===== src/rtl/fetch_pkg.sv =====
// Shared constants and types for the instruction fetch stage.
// NOP_INSTR is the word presented to decode whenever no real instruction is available.
package fetch_pkg;

    localparam logic [31:0] NOP_INSTR = 32'h0000_0013;
    localparam logic [31:0] PC_STEP   = 32'd4;

    typedef enum logic {
        S_FETCH = 1'b0,
        S_DROP  = 1'b1
    } fetch_state_e;

    function automatic logic [31:0] align_pc(input logic [31:0] pc);
        return {pc[31:2], 2'b00};
    endfunction

endpackage


===== src/rtl/fetch_skid_buf.sv =====
// One-entry {IR, PC, valid} holding register.
// It catches a fetched word while decode is stalled and the FD slot is already occupied.
module fetch_skid_buf (
    input  logic        clk,
    input  logic        rst_n,
    input  logic        load,
    input  logic        unload,
    input  logic        flush,
    input  logic [31:0] ir_in,
    input  logic [31:0] pc_in,
    output logic        valid,
    output logic [31:0] ir,
    output logic [31:0] pc
);

    logic        valid_q, valid_d;
    logic [31:0] ir_q, ir_d;
    logic [31:0] pc_q, pc_d;

    always_comb begin
        valid_d = valid_q;
        ir_d    = ir_q;
        pc_d    = pc_q;
        // flush wins: a redirect must never let a stale word survive
        if (flush) begin
            valid_d = 1'b0;
        end else if (load) begin
            valid_d = 1'b1;
            ir_d    = ir_in;
            pc_d    = pc_in;
        end else if (unload) begin
            valid_d = 1'b0;
        end
    end

    always_ff @(posedge clk) begin
        if (!rst_n) begin
            valid_q <= 1'b0;
            ir_q    <= 32'd0;
            pc_q    <= 32'd0;
        end else begin
            valid_q <= valid_d;
            ir_q    <= ir_d;
            pc_q    <= pc_d;
        end
    end

    assign valid = valid_q;
    assign ir    = ir_q;
    assign pc    = pc_q;

endmodule


===== src/rtl/fetch_unit.sv =====
// Instruction fetch stage: owns the PC, requests words from the I-cache, and feeds FD_IR/FD_PC to decode.
// Decode stalls are absorbed by a one-entry skid buffer; downstream redirects flush the stage and refetch.
module fetch_unit
    import fetch_pkg::*;
#(
    parameter logic [31:0] RESET_PC = 32'h0000_0000,
    parameter int          ADDR_W   = 12
) (
    input  logic              CLK,
    input  logic              RSTn,
    output logic              I_MEM_REQ,
    output logic [ADDR_W-1:0] I_MEM_ADDR,
    input  logic              I_MEM_ACK,
    input  logic [31:0]       I_MEM_DI,
    input  logic              STALL,
    input  logic              REDIRECT,
    input  logic [31:0]       REDIRECT_PC,
    output logic [31:0]       FD_IR,
    output logic [31:0]       FD_PC,
    output logic              FD_VALID,
    output fetch_state_e      DBG_STATE
);

    fetch_state_e state_q, state_d;
    logic [31:0]  fetch_pc_q, fetch_pc_d;
    logic [31:0]  pend_pc_q, pend_pc_d;
    logic         req_en_q;
    logic         fd_valid_q, fd_valid_d;
    logic [31:0]  fd_ir_q, fd_ir_d;
    logic [31:0]  fd_pc_q, fd_pc_d;

    logic         skid_valid;
    logic [31:0]  skid_ir, skid_pc;
    logic         skid_load, skid_unload, skid_flush;

    logic         mem_req;
    logic         ack_v;
    logic [31:0]  redirect_pc_a;

    // req_en_q is low only during reset, so a late ACK arriving in reset is ignored
    assign mem_req       = req_en_q & ~skid_valid;
    assign ack_v         = mem_req & I_MEM_ACK;
    assign redirect_pc_a = align_pc(REDIRECT_PC);

    always_comb begin
        state_d     = state_q;
        fetch_pc_d  = fetch_pc_q;
        pend_pc_d   = pend_pc_q;
        fd_valid_d  = fd_valid_q;
        fd_ir_d     = fd_ir_q;
        fd_pc_d     = fd_pc_q;
        skid_load   = 1'b0;
        skid_unload = 1'b0;
        skid_flush  = 1'b0;

        if (REDIRECT) begin
            fd_valid_d = 1'b0;
            skid_flush = 1'b0 | 1'b1;
            pend_pc_d  = redirect_pc_a;
            // An un-acked request cannot be withdrawn, so wait it out in S_DROP.
            // An ACK in the same cycle completes any pending drop, so fetch starts at the new target.
            if (mem_req && !I_MEM_ACK) begin
                state_d = S_DROP;
            end else begin
                state_d    = S_FETCH;
                fetch_pc_d = redirect_pc_a;
            end
        end else if (state_q == S_DROP) begin
            if (ack_v) begin
                state_d    = S_FETCH;
                fetch_pc_d = pend_pc_q;
            end
        end else if (skid_valid) begin
            if (!fd_valid_q || !STALL) begin
                fd_valid_d  = 1'b1;
                fd_ir_d     = skid_ir;
                fd_pc_d     = skid_pc;
                skid_unload = 1'b1;
            end
        end else if (ack_v) begin
            fetch_pc_d = fetch_pc_q + PC_STEP;
            if (!fd_valid_q || !STALL) begin
                fd_valid_d = 1'b1;
                fd_ir_d    = I_MEM_DI;
                fd_pc_d    = fetch_pc_q;
            end else begin
                skid_load = 1'b1;
            end
        end else if (fd_valid_q && !STALL) begin
            fd_valid_d = 1'b0;
        end
    end

    always_ff @(posedge CLK) begin
        if (!RSTn) begin
            state_q    <= S_FETCH;
            fetch_pc_q <= RESET_PC;
            pend_pc_q  <= RESET_PC;
            req_en_q   <= 1'b0;
            fd_valid_q <= 1'b0;
            fd_ir_q    <= NOP_INSTR;
            fd_pc_q    <= 32'd0;
        end else begin
            state_q    <= state_d;
            fetch_pc_q <= fetch_pc_d;
            pend_pc_q  <= pend_pc_d;
            req_en_q   <= 1'b1;
            fd_valid_q <= fd_valid_d;
            fd_ir_q    <= fd_ir_d;
            fd_pc_q    <= fd_pc_d;
        end
    end

    fetch_skid_buf u_skid (
        .clk    (CLK),
        .rst_n  (RSTn),
        .load   (skid_load),
        .unload (skid_unload),
        .flush  (skid_flush),
        .ir_in  (I_MEM_DI),
        .pc_in  (fetch_pc_q),
        .valid  (skid_valid),
        .ir     (skid_ir),
        .pc     (skid_pc)
    );

    assign I_MEM_REQ  = mem_req;
    assign I_MEM_ADDR = fetch_pc_q[ADDR_W-1:0];
    assign FD_VALID   = fd_valid_q;
    assign FD_IR      = fd_valid_q ? fd_ir_q : NOP_INSTR;
    assign FD_PC      = fd_pc_q;
    assign DBG_STATE  = state_q;

endmodule


===== config.mk =====
export PLATFORM = sky130hd
export DESIGN_NAME = fetch_unit
export DESIGN_NICKNAME = d
export VERILOG_FILES = /design/src/rtl/fetch_pkg.sv /design/src/rtl/fetch_skid_buf.sv /design/src/rtl/fetch_unit.sv
export SDC_FILE = /design/constraint.sdc
export NUM_CORES = 1
export LEC_CHECK = 0
export CAP_MARGIN = 15
export CORE_ASPECT_RATIO = 0.6
export CORE_UTILIZATION = 30
export CTS_BUF_LIST = sky130_fd_sc_hd__clkbuf_4
export DETAILED_ROUTE_END_ITERATION = 10
export PLACE_DENSITY = 0.48
export SYNTH_ARGS = -nofsm -noshare
export SYNTH_HDL_FRONTEND = slang
export SYNTH_SLANG_ARGS = --single-unit

===== constraint.sdc =====
create_clock -name CLK -period 4.4 [get_ports CLK]
set_input_delay 0.44 -clock CLK [delete_from_list [all_inputs] [get_ports CLK]]
set_output_delay 0.44 -clock CLK [all_outputs]
set_load 0.02 [all_outputs]

==> key figures <==
Yosys
  – Average instance area after synthesis: ~8.3 um2
  – Post-Synth XOR/XNOR Area: less than 1%
  – Seq/Total Area, Yosys: a little over two fifths
  – Primary FF master, synth: dfxtp_1
  – Post-Synth Simple-Gate Area: a little over a fifth
  – Yosys cell types: 66
  – Largest family of logic cells by synthesized area: simple AND/OR/NAND/NOR gates
  – YS warnings: 0
  – Post-synth EDFFs: 0
  – Mux contribution to synthesized area: 9.671%
  – Async SR Flop Fraction: 0%
  – FF+latch count, synth: between 150 and 200
  – Compound-Gate Fraction of Synth Area: between 10% and 20%
  – Synth area leader: dfxtp_1
  – Cell count after synthesis: approximately 1.0k
  – Largest cells by area after synthesis: dfxtp_1, mux2i_1, nand2_1
  – Adder-cell share of the synthesized area: less than 1%
  – Synthesized area: roughly 0.0086 mm2
  – Synth top area share: 43.75%

Pwr
  – Peak supply drop: approximately 0.11 mV
  – Final Power: ~3.2 mW
  – Power per cell area: 304.9 mW/mm2
  – Static Leakage: between 3 and 4 nW

Detailed routing
  – Drt drc: 10
  – Wire per inst: 17.35 um
  – WL final: ~26000 um
  – ANT nets after route: 0
  – Drt pass-1 iters: 8
  – DR vias: about 7.4k
  – Vias/cell: 4.988
  – Initial DRC Count: roughly 630

Clock tree
  – Clock root cell: clkbuf_4
  – Hold buffers post-CTS: 0
  – Insertion delay to the later sink of the worst-skew pair: slightly below 0.6 ns
  – # resized after CTS: 0
  – H-Tree Level Count: 4
  – TritonCTS Sinks: approximately 190
  – Reg clk slew, reported paths: between 0.15 and 0.2 ns
  – Postcts setup bufs: 0
  – CTS tree: yes
  – TritonCTS buffer count: 17
  – Max clock buf depth: 2

Setup path
  – Crit path required time: 4.90 ns
  – R2R cell count: 6
  – RR Endpoint: fetch_pc_q[29]
  – Arrival @ worst endpoint: between 3 and 4 ns
  – Critical Path Source Type: flop
  – FF-to-FF setup slack: around 1.7 ns
  – Crit. Startpoint: u_skid.valid
  – Crit. End Element: flop
  – Critical Path Sink: fetch_pc_q[29]
  – Setup Crit Path Kind: reg2reg
  – Worst R2R Start: u_skid.valid
  – Critical Path Fanout Max: 25

Finish
  – Sequential cell area: roughly 0.0038 mm2
  – Nets: 1182
  – Layout area overhead: 21.04%
  – Util after Layout: a little under two fifths
  – Post-Layout Cell Count: between 1k and 1.5k
  – Multi-input gate area: around 0.0043 mm2
  – FILL cells: between 2k and 3k
  – Share of layout cells above drive strength 1: 5.956%

Timing
  – Setup_tns: 0 ns
  – Max-slew headroom: about 37%
  – Setup violators final: 0
  – Final Critical Period: 2.746 ns
  – Clk_skew: 0.02103 ns
  – Slew @ Worst Pin: between 0.9 and 1 ns
  – Unrepaired setup endpoints after global routing: no
  – Period utilisation layout: approximately 62%
  – PnR worst setup slack: ~1.7 ns
  – Hold Violations, Final: 0
  – FMAX: ~360 MHz
  – Final Max Tran Viols: 0

Floorplan
  – Row cnt: 47
  – Die Span Y: approximately 130 um
  – Initial Utilization: between 30% and 40%
  – Die width: between 200 and 250 um
  – Core Footprint: between 0.02 and 0.03 mm2
  – DIE AREA: around 0.029 mm2
  – IO Count: 148

Placement
  – Post-DP HPWL: between 15000 and 20000 um
  – RD Place Congestion: 0.7908
  – PortBufs: 141
  – Pre-CTS setup slack: 1.445 ns
  – Inst Count DP: 1460

Global route
  – Largest net degree at the start of global routing: approximately 160
  – Congestion Overflow GR: 0
  – All-Layer GR Usage: between 15 and 20%
  – Vias in the first global route: between 6k and 7k
  – First-pass GRT wire length: approximately 41000 um
  – Antenna violations before repair: 2

Min path
  – HP Class: in2reg

Run status
  – Violated checks: DRC
  – Status: complete, but fails checks

Job
  – Max Cap Violations: 0
[placed cells by master, fill, tap and decap left out, types with 5 or more instances in the layout]
cell	n
a211oi_1	59
a21oi_1	96
a221oi_1	5
a22oi_1	7
a31oi_1	9
and2_1	29
buf_4	15
clkbuf_4	18
clkdlybuf4s50_1	140
clkinv_4	5
dfxtp_1	187
inv_1	6
mux2i_1	82
nand2_1	181
nand2b_1	6
nand3_1	17
nand4_1	6
nor2_1	100
nor3_1	7
nor3b_1	5
o211ai_1	14
o21ai_0	34
o22ai_1	5
xnor2_1	5
[state kept, by name, indices dropped and copies added, names as in the netlist]
| register | cells |
|---|---|
| FD_PC | 30 |
| fd_ir_q | 32 |
| req_en_q | 1 |
| u_skid.ir | 32 |
| u_skid.pc | 30 |
| FD_VALID | 1 |
| DBG_STATE | 1 |
| u_skid.valid | 1 |
| fetch_pc_q | 30 |
| pend_pc_q | 30 |
[kinds of logic (layout without fill, tap and decap cells)]
group	count (synthesis)	after routing
buffers and inverters	109	198
other	1	5
AOI/OAI and AO/OA	255	255
xor gates and xnor gates	7	7
adders and majority gates	1	1
DFF	188	188
and+or+nand+nor	389	389
muxes	83	83
[cell type report]
type / instances / area share, %
Sequential cell: 188 / 36.18
Tap cell: 367 / 4.409
Inverter: 7 / 0.2763
Timing Repair Buffer: 159 / 15.16
Clock buffer: 18 / 1.298
Multi-Input combinational cell: 739 / 41.72
Clock inverter: 14 / 0.9372
Antenna cell: 1 / 0.02403
[cell usage after synthesis, types with 2 or more instances]
| cell type | n |
|---|---|
| nand4_1 | 6 |
| nand3_1 | 17 |
| o21a_1 | 2 |
| a222oi_1 | 2 |
| o31ai_1 | 2 |
| nand2b_1 | 6 |
| clkbuf_1 | 60 |
| nor2b_1 | 3 |
| nor4_4 | 2 |
| a311oi_1 | 3 |
| a22oi_1 | 7 |
| nor4_1 | 3 |
| a221oi_1 | 5 |
| a221o_1 | 4 |
| buf_2 | 10 |
| nor3_1 | 7 |
| nor3b_1 | 6 |
| dfxtp_1 | 188 |
| xor2_1 | 2 |
| a22o_1 | 3 |
| nor2_1 | 101 |
| mux2i_1 | 82 |
| and3_1 | 4 |
| or4_1 | 4 |
| a21oi_1 | 96 |
| a31oi_1 | 9 |
| or2_2 | 2 |
| o21ai_0 | 35 |
| o31a_1 | 3 |
| xnor2_1 | 5 |
| buf_6 | 3 |
| buf_1 | 9 |
| o211ai_1 | 14 |
| or3_1 | 4 |
| o22ai_1 | 5 |
| buf_4 | 18 |
| a211oi_1 | 59 |
| and2_1 | 29 |
| nand2_1 | 181 |
| inv_1 | 6 |
[power by group]
group	internal, mW	leakage [nW]	switching [mW]
Combinational	0.205	1.70	0.254
Sequential	1.77	1.53	0.0829
Clock	0.231	0.131	0.630
Total	2.21	3.37	0.967
[critical path, stage by stage, from the launching register on]
cell	delay [ns]
dfxtp_4	0.49
nor2b_1	0.38
o21a_1	0.80
buf_4	0.34
o22ai_1	0.09
or4_1	0.40
a21oi_1	0.15
[worst min-delay path by stage]
stage | from | endpoint | depth (start not counted)
finish | REDIRECT | pend_pc_q[20] | 3
floorplan | u_skid.ir[0] | u_skid.ir[0] | 2
detailed placement | u_skid.ir[27] | u_skid.ir[27] | 2
CTS | REDIRECT | pend_pc_q[20] | 3
global placement | u_skid.pc[4] | u_skid.pc[4] | 2
global route | REDIRECT | pend_pc_q[20] | 3
[metrics by stage]
| step | hold slack, ns | cell area, um2 |
|---|---|---|
| 2_1_floorplan | 0.4360 | 8615 |
| 3_3_place_gp | 0.4410 | 10180 |
| 3_5_place_dp | 0.4465 | 10180 |
| 4_1_cts | 0.2960 | 10410 |
| 5_1_grt | 0.3438 | 10410 |
| 6_report | 0.3420 | 10410 |
[metal layers]
| layer | global-route usage [%] | wire, um | share of wire, % | vias to the layer above |
|---|---|---|---|---|
| li1 | - | - | - | 3773 |
| met1 | 30.20 | 14490 | 56 | 3471 |
| met2 | 22.12 | 9486 | 37 | 185 |
| met4 | 3.615 | 220 | 0.85 | 2 |
| met5 | 0 | 13 | 0.050 | - |
| met3 | 4.269 | 1686 | 6.5 | 16 |
Note: power is estimated with default switching activity, not from simulation.
